<file path="src/rtl/adder_share_pkg.sv">
// rtl/adder_share_pkg.sv - shared defaults, FSM states and result type for adder_share_ctrl
package adder_share_pkg;

  localparam int DEF_NUM_REQ = 4;
  localparam int DEF_WIDTH   = 32;

  typedef enum logic [1:0] {
    IDLE = 2'd0,
    ADD  = 2'd1,
    RESP = 2'd2
  } state_e;

  typedef struct packed {
    logic                 carry;
    logic [DEF_WIDTH-1:0] sum;
  } add_res_t;

endpackage

</file>
<file path="src/rtl/ripple_adder.sv">
// rtl/ripple_adder.sv - purely combinational ripple-carry adder with carry-out
module ripple_adder #(
  parameter int WIDTH = 32
) (
  input  logic [WIDTH-1:0] a_i,
  input  logic [WIDTH-1:0] b_i,
  output logic [WIDTH-1:0] sum_o,
  output logic             carry_o
);

  logic c;

  always_comb begin
    c     = 1'b0;
    sum_o = '0;
    for (int i = 0; i < WIDTH; i++) begin
      sum_o[i] = a_i[i] ^ b_i[i] ^ c;
      c        = (a_i[i] & b_i[i]) | (c & (a_i[i] ^ b_i[i]));
    end
    carry_o = c;
  end

endmodule

</file>
<file path="src/rtl/rr_arbiter.sv">
// rtl/rr_arbiter.sv - combinational round-robin grant starting the scan at ptr_i
module rr_arbiter #(
  parameter  int NUM_REQ = 4,
  localparam int IDW     = $clog2(NUM_REQ)
) (
  input  logic [NUM_REQ-1:0] req_i,
  input  logic [IDW-1:0]     ptr_i,
  output logic [NUM_REQ-1:0] gnt_o,
  output logic [IDW-1:0]     gnt_idx_o,
  output logic               gnt_any_o
);

  int idx;

  always_comb begin
    gnt_o     = '0;
    gnt_idx_o = '0;
    gnt_any_o = 1'b0;
    idx       = 0;
    for (int k = 0; k < NUM_REQ; k++) begin
      idx = int'(ptr_i) + k;
      if (idx >= NUM_REQ) idx = idx - NUM_REQ;
      if (!gnt_any_o && req_i[IDW'(idx)]) begin
        gnt_any_o          = 1'b1;
        gnt_o[IDW'(idx)]   = 1'b1;
        gnt_idx_o          = IDW'(idx);
      end
    end
  end

endmodule

</file>
<file path="src/rtl/adder_share_ctrl.sv">
// rtl/adder_share_ctrl.sv - round-robin sharing of one adder among NUM_REQ requesters
// ADDER_SHARE_CTRL_STATS_EN adds the txn_count and busy outputs.
module adder_share_ctrl
  import adder_share_pkg::*;
#(
  parameter  int NUM_REQ = DEF_NUM_REQ,
  parameter  int WIDTH   = DEF_WIDTH,
  localparam int IDW     = $clog2(NUM_REQ)
) (
  input  logic                     clk,
  input  logic                     rst_n,
  input  logic [NUM_REQ-1:0]       req_valid,
  output logic [NUM_REQ-1:0]       req_ready,
  input  logic [NUM_REQ*WIDTH-1:0] req_in1,
  input  logic [NUM_REQ*WIDTH-1:0] req_in2,
  output logic                     resp_valid,
  input  logic                     resp_ready,
  output logic [IDW-1:0]           resp_id,
  output logic [WIDTH-1:0]         resp_sum,
  output logic                     resp_carry
`ifdef ADDER_SHARE_CTRL_STATS_EN
  ,
  output logic [15:0]              txn_count,
  output logic                     busy
`endif
);

  state_e           state_q, state_d;
  logic [IDW-1:0]   rr_ptr_q, rr_ptr_d;
  logic [WIDTH-1:0] op_a_q, op_a_d;
  logic [WIDTH-1:0] op_b_q, op_b_d;
  logic [IDW-1:0]   op_id_q, op_id_d;
  logic             resp_valid_q, resp_valid_d;
  logic [IDW-1:0]   resp_id_q, resp_id_d;
  logic [WIDTH-1:0] resp_sum_q, resp_sum_d;
  logic             resp_carry_q, resp_carry_d;

  logic [NUM_REQ-1:0] gnt;
  logic [IDW-1:0]     gnt_idx;
  logic               gnt_any;
  logic               accept_win;
  logic               take;
  logic [WIDTH-1:0]   add_sum;
  logic               add_carry;

  rr_arbiter #(.NUM_REQ(NUM_REQ)) u_arb (
    .req_i     (req_valid),
    .ptr_i     (rr_ptr_q),
    .gnt_o     (gnt),
    .gnt_idx_o (gnt_idx),
    .gnt_any_o (gnt_any)
  );

  ripple_adder #(.WIDTH(WIDTH)) u_add (
    .a_i     (op_a_q),
    .b_i     (op_b_q),
    .sum_o   (add_sum),
    .carry_o (add_carry)
  );

  // A new operand may only enter when the result slot is free or being drained this cycle.
  assign accept_win = (state_q == IDLE) || ((state_q == RESP) && resp_ready);
  assign req_ready  = (accept_win && rst_n) ? gnt : '0;
  assign take       = accept_win && gnt_any;

  always_comb begin
    state_d      = state_q;
    rr_ptr_d     = rr_ptr_q;
    op_a_d       = op_a_q;
    op_b_d       = op_b_q;
    op_id_d      = op_id_q;
    resp_valid_d = resp_valid_q;
    resp_id_d    = resp_id_q;
    resp_sum_d   = resp_sum_q;
    resp_carry_d = resp_carry_q;

    if (take) begin
      op_a_d   = req_in1[int'(gnt_idx)*WIDTH +: WIDTH];
      op_b_d   = req_in2[int'(gnt_idx)*WIDTH +: WIDTH];
      op_id_d  = gnt_idx;
      rr_ptr_d = (gnt_idx == IDW'(NUM_REQ - 1)) ? '0 : gnt_idx + 1'b1;
    end

    case (state_q)
      IDLE: begin
        if (take) state_d = ADD;
      end
      ADD: begin
        resp_sum_d   = add_sum;
        resp_carry_d = add_carry;
        resp_id_d    = op_id_q;
        resp_valid_d = 1'b1;
        state_d      = RESP;
      end
      RESP: begin
        if (resp_ready) begin
          resp_valid_d = 1'b0;
          state_d      = take ? ADD : IDLE;
        end
      end
      default: state_d = IDLE;
    endcase
  end

  always_ff @(posedge clk or negedge rst_n) begin
    if (!rst_n) begin
      state_q      <= IDLE;
      rr_ptr_q     <= '0;
      op_a_q       <= '0;
      op_b_q       <= '0;
      op_id_q      <= '0;
      resp_valid_q <= 1'b0;
      resp_id_q    <= '0;
      resp_sum_q   <= '0;
      resp_carry_q <= 1'b0;
    end else begin
      state_q      <= state_d;
      rr_ptr_q     <= rr_ptr_d;
      op_a_q       <= op_a_d;
      op_b_q       <= op_b_d;
      op_id_q      <= op_id_d;
      resp_valid_q <= resp_valid_d;
      resp_id_q    <= resp_id_d;
      resp_sum_q   <= resp_sum_d;
      resp_carry_q <= resp_carry_d;
    end
  end

  assign resp_valid = resp_valid_q;
  assign resp_id    = resp_id_q;
  assign resp_sum   = resp_sum_q;
  assign resp_carry = resp_carry_q;

`ifdef ADDER_SHARE_CTRL_STATS_EN
  logic [15:0] txn_count_q;

  always_ff @(posedge clk or negedge rst_n) begin
    if (!rst_n) begin
      txn_count_q <= '0;
    end else if (resp_valid_q && resp_ready) begin
      txn_count_q <= txn_count_q + 16'd1;
    end
  end

  assign txn_count = txn_count_q;
  assign busy      = (state_q != IDLE);
`endif

endmodule

</file>
<file path="config.mk">
export PLATFORM = sky130hd
export DESIGN_NAME = adder_share_ctrl
export DESIGN_NICKNAME = d
export VERILOG_FILES = /design/src/rtl/adder_share_pkg.sv /design/src/rtl/ripple_adder.sv /design/src/rtl/rr_arbiter.sv /design/src/rtl/adder_share_ctrl.sv
export SDC_FILE = /design/constraint.sdc
export NUM_CORES = 1
export LEC_CHECK = 0
export ABC_AREA = 1
export BUFFER_PORTS_ARGS = -buffer_cell sky130_fd_sc_hd__buf_2
export CORE_ASPECT_RATIO = 1.5
export CORE_MARGIN = 1.5
export CORE_UTILIZATION = 30
export DETAILED_ROUTE_END_ITERATION = 6
export MAX_ROUTING_LAYER = met4
export PLACE_DENSITY_LB_ADDON = 0.15
export SYNTH_ARGS = -nofsm -noshare
export SYNTH_HDL_FRONTEND = slang
export SYNTH_HIERARCHICAL = 1
export SYNTH_SLANG_ARGS = --single-unit
</file>
<file path="constraint.sdc">
create_clock -name clk -period 18.4 [get_ports clk]
set_clock_uncertainty 0.15 [all_clocks]
set_input_delay 0.92 -clock clk [delete_from_list [all_inputs] [get_ports clk]]
set_output_delay 0.92 -clock clk [all_outputs]
set_load 0.01 [all_outputs]
</file>
==> flow_summary_export.csv <==
group,metric,value,unit
outcome,run_status,"finished, final reports clean",
place,dp_hpwl,19100,µm
clock_network,cts-resized-gates,0,
place,place_congestion,0.821,
sta,slew_headroom,0.198,
floorplanning,rows,73,
floorplanning,start_util,0.307,
clock_network,cts_root_buffer,"clkbuf_16",
global_route,grtUsageTotal,0.188,
finish,final_cell_mix,"nand2_1, buf_2, inv_1",
yosys,syn_area_per_cell,6.12,µm²
finish,final_area,10200,µm²
sta,fmax,75.3,MHz
detailed_routing,viasPerCell,4.31,
yosys,synthesis.nets,1644,
clock_network,ctsHoldBuffers,0,
finish,nets,1901,
detailed_routing,vias,8355,
pwr,irDropWorstVdd,0.356,mV
place,dp_cells,1923,
clock_network,clock_path_buffers,2,
global_route,grt_pass1_vias,8220,
global_route,gr-total-overflow,0,
floorplanning,dieHeight,205,µm
sta,finalCritPeriodShare,0.722,
sta,fin_tns_setup,0,ps
yosys,seq_area_frac_synth,0.324,
place,placed_area,9930,µm²
worst_setup_path,rr_startpoint,"op_a_q[0]",
worst_setup_path,cp.arrival,13440,ps
pwr,p_total,2.24,mW
sta,worstMarginPinSlew,1200,ps
detailed_routing,drc_errors,0,
finish,drive_gt1_frac,0.214,
global_route,grt_max_degree,112,
clock_network,clk_latency,360,ps
sta,hold_violations,0,
floorplanning,num_io_pins,303,
clock_network,postCtsSetupRepairBufs,0,
detailed_routing,wl_per_cell,13.1,µm
clock_network,cts-buffers-inserted,9,
finish,final_cells,1939,
finish,utilization,0.384,
detailed_routing,route.met3.wl,866,µm
detailed_routing,drtPass1Iterations,4,
floorplanning,core_area,26700,µm²
detailed_routing,routed_wl,25400,µm
clock_network,h-tree-depth,3,
worst_setup_path,crit_top_cell,"fa_1",
finish,layout_commonest_cell,"nand2_1",
sta,rsz0062_at_grt,"false",
detailed_routing,drt_iter0_drc,277,
sta,slew_viol_final,0,
clock_network,cts_tree,"built",
place,port_buffers,302,
detailed_routing,wl_met2,14100,µm
detailed_routing,wl_met1,10300,µm
sta,setup-violations-final,0,
pwr,p_leak,6.69,nW
worst_setup_path,endpoint_kind,"flop",
job,drv_cap,0,
worst_setup_path,max_stage_delay,430,ps
pwr,powerDensity,219,nW/µm²
worst_setup_path,critPathLaunchType,"flop",
finish,n_antenna_cell,0,
clock_network,clock_sinks,106,
yosys,synth_warnings,6,
sta,period_needed,13290,ps
worst_setup_path,required,18550,ps
worst_setup_path,critPathKind,"flop to flop",
detailed_routing,drt.antenna.violating_nets,0,
clock_network,path_clk_slew,80,ps
worst_setup_path,crit_path_start,"op_a_q[0]",
detailed_routing,highest_layer,"met4",
worst_setup_path,cp_max_fo,2,
finish,area_growth,24.8,%
floorplanning,chipWidth,138,µm
yosys,synth_area,8200,µm²
worst_hold_path,hp-start,"resp_sum[10]",
global_route,grt_pass1_wl,40100,µm
floorplanning,dieArea,28300,µm²
worst_setup_path,crit_slowest_cell,"fa_1",
worst_hold_path,min_path_type,"flop to flop",
yosys,synth-seq-cells,106,
global_route,grt_antenna_before_repair,0,
yosys,netlist_instances,1340,
yosys,yosysUniqueCellTypes,24,
critical path: cells and delay by family, from the launching register on:
family,cells,cell delay (ps)
AND/OR/NAND/NOR,2,120
flip-flops,1,380
buffers and inverters,4,260
adder cells (fa/ha/maj),32,12320
per-layer routing:
metal,vias up,global-route usage
met5,-,-
met4,0,0.0368
met3,12,0.0214
met2,190,0.359
met1,3773,0.207
li1,4380,-
sequential cells by signal (all words and copies together) (netlist names):
| register | count |
|---|---|
| op_a_q | 32 |
| resp_carry | 1 |
| resp_id | 2 |
| resp_valid | 1 |
| rr_ptr_q | 2 |
| state_q | 2 |
| resp_sum | 32 |
| op_b_q | 32 |
| op_id_q | 2 |
cell type report:
class,instances,area (µm²)
Clock buffer,9,225
Fill cell,2979,16400
Inverter,292,1100
Clock inverter,7,72.6
Timing Repair Buffer,309,1570
Tap cell,337,422
Sequential cell,106,2650
Multi-Input combinational cell,879,4190
where the power goes:
| group | internal (mW) | switching [mW] |
|---|---|---|
| registers | 0.362 | 0.0881 |
| logic | 0.520 | 1.07 |
| clock network | 0.0962 | 0.0974 |
| total | 0.978 | 1.26 |
metrics by stage:
stage / worst slack (ps) / hold WS (ps)
floorplan: 5810 / 299
global placement: 5170 / 302
detailed placement: 5090 / 304
CTS: 5050 / 322
global route: 4660 / 343
finish: 5110 / 317
Yosys cell counts:
cell	n	share of area
a21oi_1	7	0.0043
dfrtp_1	106	0.32
o21ai_1	1	0.00061
nor2_1	17	0.0078
ha_1	10	0.015
nand2_1	645	0.30
buf_2	33	0.020
inv_2	5	0.0023
nand4_1	6	0.0046
nand3b_1	1	0.00092
nor2_2	1	0.00076
buf_6	1	0.0014
nor2_4	1	0.0014
clkbuf_1	21	0.0096
inv_1	287	0.13
a21boi_0	1	0.00092
nand2_2	4	0.0031
nand3_1	145	0.089
buf_1	8	0.0037
nand3_2	2	0.0024
nand2_4	1	0.0014
fa_1	31	0.076
o21ai_0	5	0.0031
a21oi_4	1	0.0020
worst paths after layout:
path / to / slack [ps] / cells after the start
setup / recovery: resp_sum[31] / 5110 / 38
hold / removal: resp_sum[10] / 320 / 2
setup reg to reg: resp_sum[31] / 5110 / 38
hold reg to reg: resp_sum[10] / 320 / 2
max in group asynchronous: op_b_q[6] / 16410 / 2
min in group asynchronous: resp_sum[8] / 430 / 1
kinds of logic after synthesis:
group / Yosys count / share of synthesized area
simple gates: 823 / 0.406
flops: 106 / 0.324
compound gates: 15 / 0.0108
fa+ha+maj: 41 / 0.0910
buf+inv: 355 / 0.168
Note: power is estimated with default switching activity, not from simulation.
